File: config.mk
export PLATFORM = sky130hd
export DESIGN_NAME = operand_register_file
export DESIGN_NICKNAME = d
export VERILOG_FILES = /design/src/rtl/operand_register_file.sv
export SDC_FILE = /design/constraint.sdc
export NUM_CORES = 1
export LEC_CHECK = 0
export CORE_UTILIZATION = 45
export CTS_BUF_LIST = sky130_fd_sc_hd__clkbuf_8
export DETAILED_ROUTE_END_ITERATION = 10
export PLACE_DENSITY = 0.66
export SYNTH_ARGS = -nofsm -noshare
export SYNTH_HDL_FRONTEND = slang
export SYNTH_SLANG_ARGS = --single-unit
File: constraint.sdc
create_clock -name Clock -period 3.38 [get_ports Clock]
set_clock_uncertainty 0.15 [all_clocks]
set_input_delay 0.845 -clock Clock [delete_from_list [all_inputs] [get_ports Clock]]
set_output_delay 0.845 -clock Clock [all_outputs]
set_load 0.01 [all_outputs]
File: src/rtl/operand_register_file.sv
// Operand register file feeding the ALU A/B inputs.
// Eight 16-bit registers (R1-R4 general purpose, S1-S4 scratch), each a
// loadable up/down counter. Every enabled register applies the shared FunSel
// operation to its own current value on the same edge. Reads are purely
// combinational, so a port shows the old value during the write cycle and
// the new value after the edge.
module operand_register_file #(
    parameter int WIDTH   = 16,
    parameter int NUM_GP  = 4,
    parameter int NUM_SCR = 4
) (
    input  logic               Clock,
    input  logic               Reset,
    input  logic [WIDTH-1:0]   I,
    input  logic [2:0]         FunSel,
    input  logic [NUM_GP-1:0]  RegSel,
    input  logic [NUM_SCR-1:0] ScrSel,
    input  logic [2:0]         OutASel,
    input  logic [2:0]         OutBSel,
    output logic [WIDTH-1:0]   OutA,
    output logic [WIDTH-1:0]   OutB
);

    localparam int NUM_REGS = NUM_GP + NUM_SCR;

    localparam logic [2:0] FS_DEC    = 3'b000;
    localparam logic [2:0] FS_INC    = 3'b001;
    localparam logic [2:0] FS_LOAD   = 3'b010;
    localparam logic [2:0] FS_CLR    = 3'b011;
    localparam logic [2:0] FS_CLR_LO = 3'b100;
    localparam logic [2:0] FS_WR_LO  = 3'b101;
    localparam logic [2:0] FS_WR_HI  = 3'b110;
    localparam logic [2:0] FS_SEXT   = 3'b111;

    // Index 0-3 = R1-R4, 4-7 = S1-S4; matches the OutASel/OutBSel encoding.
    logic [WIDTH-1:0]    regs [NUM_REGS];
    logic [NUM_REGS-1:0] en;

    assign en = {ScrSel, RegSel};

    // Next value of one register for a given operation. Byte operations touch
    // bits [7:0] and [15:8]; anything above bit 15 only matters for SEXT/CLR.
    function automatic logic [WIDTH-1:0] next_val(
        input logic [2:0]       fs,
        input logic [WIDTH-1:0] q,
        input logic [WIDTH-1:0] d
    );
        logic [WIDTH-1:0] q_n;
        q_n = q;
        case (fs)
            FS_DEC:    q_n = q - WIDTH'(1);
            FS_INC:    q_n = q + WIDTH'(1);
            FS_LOAD:   q_n = d;
            FS_CLR:    q_n = '0;
            FS_CLR_LO: begin
                q_n      = '0;
                q_n[7:0] = d[7:0];
            end
            FS_WR_LO:  q_n[7:0]  = d[7:0];
            FS_WR_HI:  q_n[15:8] = d[7:0];
            FS_SEXT:   q_n = {{(WIDTH-8){d[7]}}, d[7:0]};
            default:   q_n = q;
        endcase
        return q_n;
    endfunction

    // Register array: async clear, otherwise each enabled entry takes the op.
    always_ff @(posedge Clock or negedge Reset) begin
        if (!Reset) begin
            for (int k = 0; k < NUM_REGS; k++) begin
                regs[k] <= '0;
            end
        end else begin
            for (int k = 0; k < NUM_REGS; k++) begin
                if (en[k]) begin
                    regs[k] <= next_val(FunSel, regs[k], I);
                end
            end
        end
    end

    // Combinational read ports, no bypass from I.
    always_comb begin
        OutA = regs[OutASel];
        OutB = regs[OutBSel];
    end

endmodule

[After elaboration in Yosys (flattened, before gate mapping)]
Cells that the tools add are included.
Storage, ports and cells
  ROM bits: 0
  latch bits: 0
  memories: 0
  RAM bits: 0
  bits in registers: 128
Operators by class
  multiplexer cells: 22
  reductions and logical operators: 21
  div/mod/pow operators: 0
  bitwise operators: 2
  order comparisons: 2
  shift-type cells: 0
  $mul: 0
  add/subtract/negate cells: 16
  equal/unequal tests: 7
Operators with widths (number)
  one-hot mux 8 bit (6 select lines): 8
  one-hot mux 8 bit (4 select lines): 8
  adder 16 x 1 -> 16 bit (second input constant): 8
  subtractor 16 x 1 -> 16 bit (second input constant): 8
  binary-select mux 16 bit (select 3 bit): 2
  2-to-1 mux 16 bit: 4
  AND reduction 2 bit: 16
  == test 3 bit (second input constant): 4
  greater-or-equal comparator 4 bit (second input constant): 2
  inverter 3 -> 4 bit: 2
  == test 3 x 2 -> 1 bit (second input constant): 2
  nonzero test 6 bit: 1
  nonzero test 4 bit: 1
  OR reduction 4 bit: 1
  == test 3 x 1 -> 1 bit (second input constant): 1
  logical NOT 3 bit: 1
  OR reduction 2 bit: 1

[Logic depth before layout (Yosys ltp)]
  depth in word-level cells: 4
  gate-level depth with buffers: 9

[Worst setup path after synthesis]
No wires, ideal clock.
  kind: input -> output
  start: input port OutASel[0]
  end: output port OutA[10]
  data required time: 2385 ps
  setup slack: -66 ps
  cell stages on the path: 4
  arrival: 2451 ps
  cells stage by stage: clkbuf_1 > buf_1 > mux4_2 > mux2_2
On the way
  cells in the longest elaborated chain, start to end: 4
RTL lines
  start: declaration: line 18  | input logic [2:0] OutASel,
  inverter 3 -> 4 bit (not written as such): line 84  | OutA = regs[OutASel];
  binary-select mux 16 bit (select 3 bit): line 84
  2-to-1 mux 16 bit (not written as such) (2 in series): line 84
  end: declaration: line 20  | output logic [WIDTH-1:0] OutA,
Every way passes these cells. The select of a mux whose other input is x is not followed.

[Worst setup path after layout]
  start: input port OutBSel[0]
  end: output port OutB[10]
On the way
  cells in the longest elaborated chain, start to end: 4
RTL lines
  start: declaration: line 19  | input logic [2:0] OutBSel,
  inverter 3 -> 4 bit (not written as such): line 85  | OutB = regs[OutBSel];
  binary-select mux 16 bit (select 3 bit): line 85
  2-to-1 mux 16 bit (not written as such) (2 in series): line 85
  end: declaration: line 21  | output logic [WIDTH-1:0] OutB
Every way passes these cells. The select of a mux whose other input is x is not followed.

==> results_dict.tcl <==
set metrics [dict create \
    clock-sinks 128 \
    syn-num-nets 1752 \
    num_rows 62 \
    synthSimpleGateAreaFrac_pct 26.0 \
    grt_pass1_wl_microns 82600 \
    synth-adder-area-share_pct 1.50 \
    antenna_found_initial 0 \
    synth_top_family_by_area "simple AND/OR/NAND/NOR gates" \
    cp_slowest_cell "mux4_2" \
    dr.first_iter.drc_count 2585 \
    postCtsHoldBufs 0 \
    die-area_sq_um 30400 \
    ys_top_cells_by_count "158 x nand2_1, 142 x clkbuf_1, 128 x dfrtp_1, 114 x nor2_1, 95 x o21ai_1" \
    drive_gt1_share_pct 16.0 \
    power.total_mw 7.34 \
    post-route-drc-count 0 \
    worst-path-buf-inv 4 \
    cts_buffers 17 \
    fp.dieW_microns 174 \
    synth_area_sq_um 13400 \
    rr_endpoint "regs[77]" \
    gp_congestion 0.964 \
    status "finished clean" \
    worstSetupPathType "input port to output pin" \
    hp-class "input port to async pin" \
    dp_hpwl_microns 39900 \
    clkLatencyLatePin_ns 0.50 \
    maxCapViolations 0 \
    initial_core_util_pct 46.1 \
    post-route-min-period_ns 3.33 \
    wirelength_microns 54300 \
    syn_area_per_cell_sq_um 7.87 \
    grt_start_max_net_pins 56 \
    drt-vias-per-instance 6.96 \
    grt_pass1_vias 13400 \
    clk_pin_slew_ns 0.09 \
    max_slew_margin_pct 41.3 \
    synth_ff_type "dfrtp_1" \
    worstSetupStartpoint "OutBSel[0]" \
    finalCoreUtilization_pct 53.8 \
    area.growth.synth_to_final_pct 16.8 \
    diodes 0 \
    synth_compound_area_share_pct 23.4 \
    grt_setup_unrepaired "false" \
    fmax_ghz 0.300 \
    coreArea_sq_um 29000 \
    post-synth-top-area-cell "dfrtp_1" \
    overflow 0 \
    yosysMostFrequentCell "nand2_1" \
    nNetsFinal 1787 \
    r2r_setup_slack_ns 0.63 \
    grt_usage_pct 35.9 \
    synthCells 1701 \
    synth_area_leaders "dfrtp_1 24%, mux4_2 11%, nand2_1 4.4%" \
    finalNonFillerCells 2133 \
    crit_path_start_kind "input port" \
    dr.pass1.iters 6 \
    cp.arrival_ns 2.34 \
    yosys_warnings 0 \
    largest_register "regs" \
    reg_top3 "regs (128)" \
    synth_edf_count 0 \
    synth_top_area_share_pct 23.9 \
    async_flop_share_pct 100 \
    cts-htree-levels 4 \
    ys_ff_latch 128 \
    dieHeight_microns 174 \
    setup_viol 0 \
    slew_violations 0 \
    largest_reg_flops 128 \
    vias 14800 \
    cp_cell_sequence "buf_6, buf_16, buf_4, mux4_2, mux2_2, dlygate4sd2_1" \
    synth_xor_area_share_pct 3.60 \
    ant_nets 0 \
    tightest_slew_ns 0.872 \
    endpoint "OutB[10]" \
    r2r_start "regs[67]" \
    yosys.cell_types.count 83 \
    cp.depth 6 \
    reg2regPathDepth 6 \
    p_leak_nw 5.95 \
    whs_ns 0.180 \
    cts_tree "done" \
    crit_family "multiplexers" \
    ir_drop_v 0.000329 \
    endpoint_kind "output pin" \
    ys_seq_area_share_pct 23.9 \
    hold_violations 0 \
    io_buffers 66 \
    period_share_pct 98.7 \
    dp.cells 2093 \
    cts-root-buf "clkbuf_8" \
    path_max_fanout 6 \
    cp.required_ns 2.38 \
    slowest_delay_ns 0.47 \
    synth_mux_area_share_pct 14.9 \
    io_pins 67 \
    pwr_density_cell_nw_per_um2 470 \
    clk_path_buf_depth 2 \
    wl_per_cell_microns 25.5 \
]
## per-layer routing
layer / track usage [%] / up-vias / part of all wire (%)
li1: - / 6532 / -
met2: 51.2 / 1091 / 42
met4: 14.7 / 0 / 4.2
met3: 8.90 / 137 / 13
met5: 0 / - / 0
met1: 51.5 / 7085 / 41
## timing repair
action / in CTS / in global routing
endpoints found under the setup margin: 32 / 0
setup buffers: 3 / 0
resized for setup: 43 / 0
## through the flow
stage	setup slack [ns]	setup TNS [ns]	area (sq um)
floorplan	0.124	0	13400
global placement	-0.137	-3.24	15000
detailed placement	-0.165	-3.74	15000
CTS	0.0598	0	15600
global route	0.0187	0	15600
finish	0.0453	0	15600
## final cells by class
type,instances,area (sq um)
clock buffer,20,275
clock inverter,12,189
fill,2751,13400
inverter,44,165
multi-input combinational,1344,9300
sequential,128,3200
tap,384,480
timing repair buffer,201,2010
## cells in the final DEF, fill, tap and decap left out, types with 9 or more instances in the layout
master           instances
nor2_1                 112
o32ai_1                 12
nor3b_1                 11
or4_1                    9
o21ai_0                 65
clkbuf_8                20
a311oi_1                11
a221oi_1                10
buf_12                  22
mux2_2                  29
a22o_1                  11
inv_1                   43
mux2i_1                 21
a21oi_1                 91
xor2_1                  28
nand4_1                 35
o21a_1                  14
nor4_1                  46
a31oi_1                 19
ha_1                    16
o22ai_1                 11
nand2_1                158
dlygate4sd2_1           32
clkdlybuf4s50_1         29
mux4_2                  64
or3_1                   23
nor3_1                  87
a211oi_1                28
and2_1                  29
nand3_1                 86
and3_1                  29
and4_1                  16
xnor2_1                 27
o21ai_1                 95
o31ai_1                 15
o221ai_1                12
buf_4                  106
dfrtp_1                128
a22oi_1                 12
## cell families after synthesis
family / after synthesis
compound gates: 480
xor+xnor: 55
fa+ha+maj: 16
buf+inv: 229
flops: 128
mux: 115
simple gates: 678
## how the worst min path moves through the flow
stage                endpoint  startpoint  slack, ns  cells after the start
detailed placement  regs[126]   regs[126]       0.45                      1
global placement    regs[126]   regs[126]       0.43                      1
CTS                  regs[43]       Reset       0.20                      1
global route         regs[43]       Reset       0.21                      1
floorplan           regs[126]   regs[126]       0.37                      1
finish               regs[46]       Reset       0.18                      1
## where the power goes
group / switching, mW / internal, mW / total [mW]
Sequential: 0.896 / 1.84 / 2.73
Combinational: 1.58 / 1.39 / 2.97
Clock: 0.715 / 0.929 / 1.64
No activity file was read; power rests on OpenSTA's default activity.
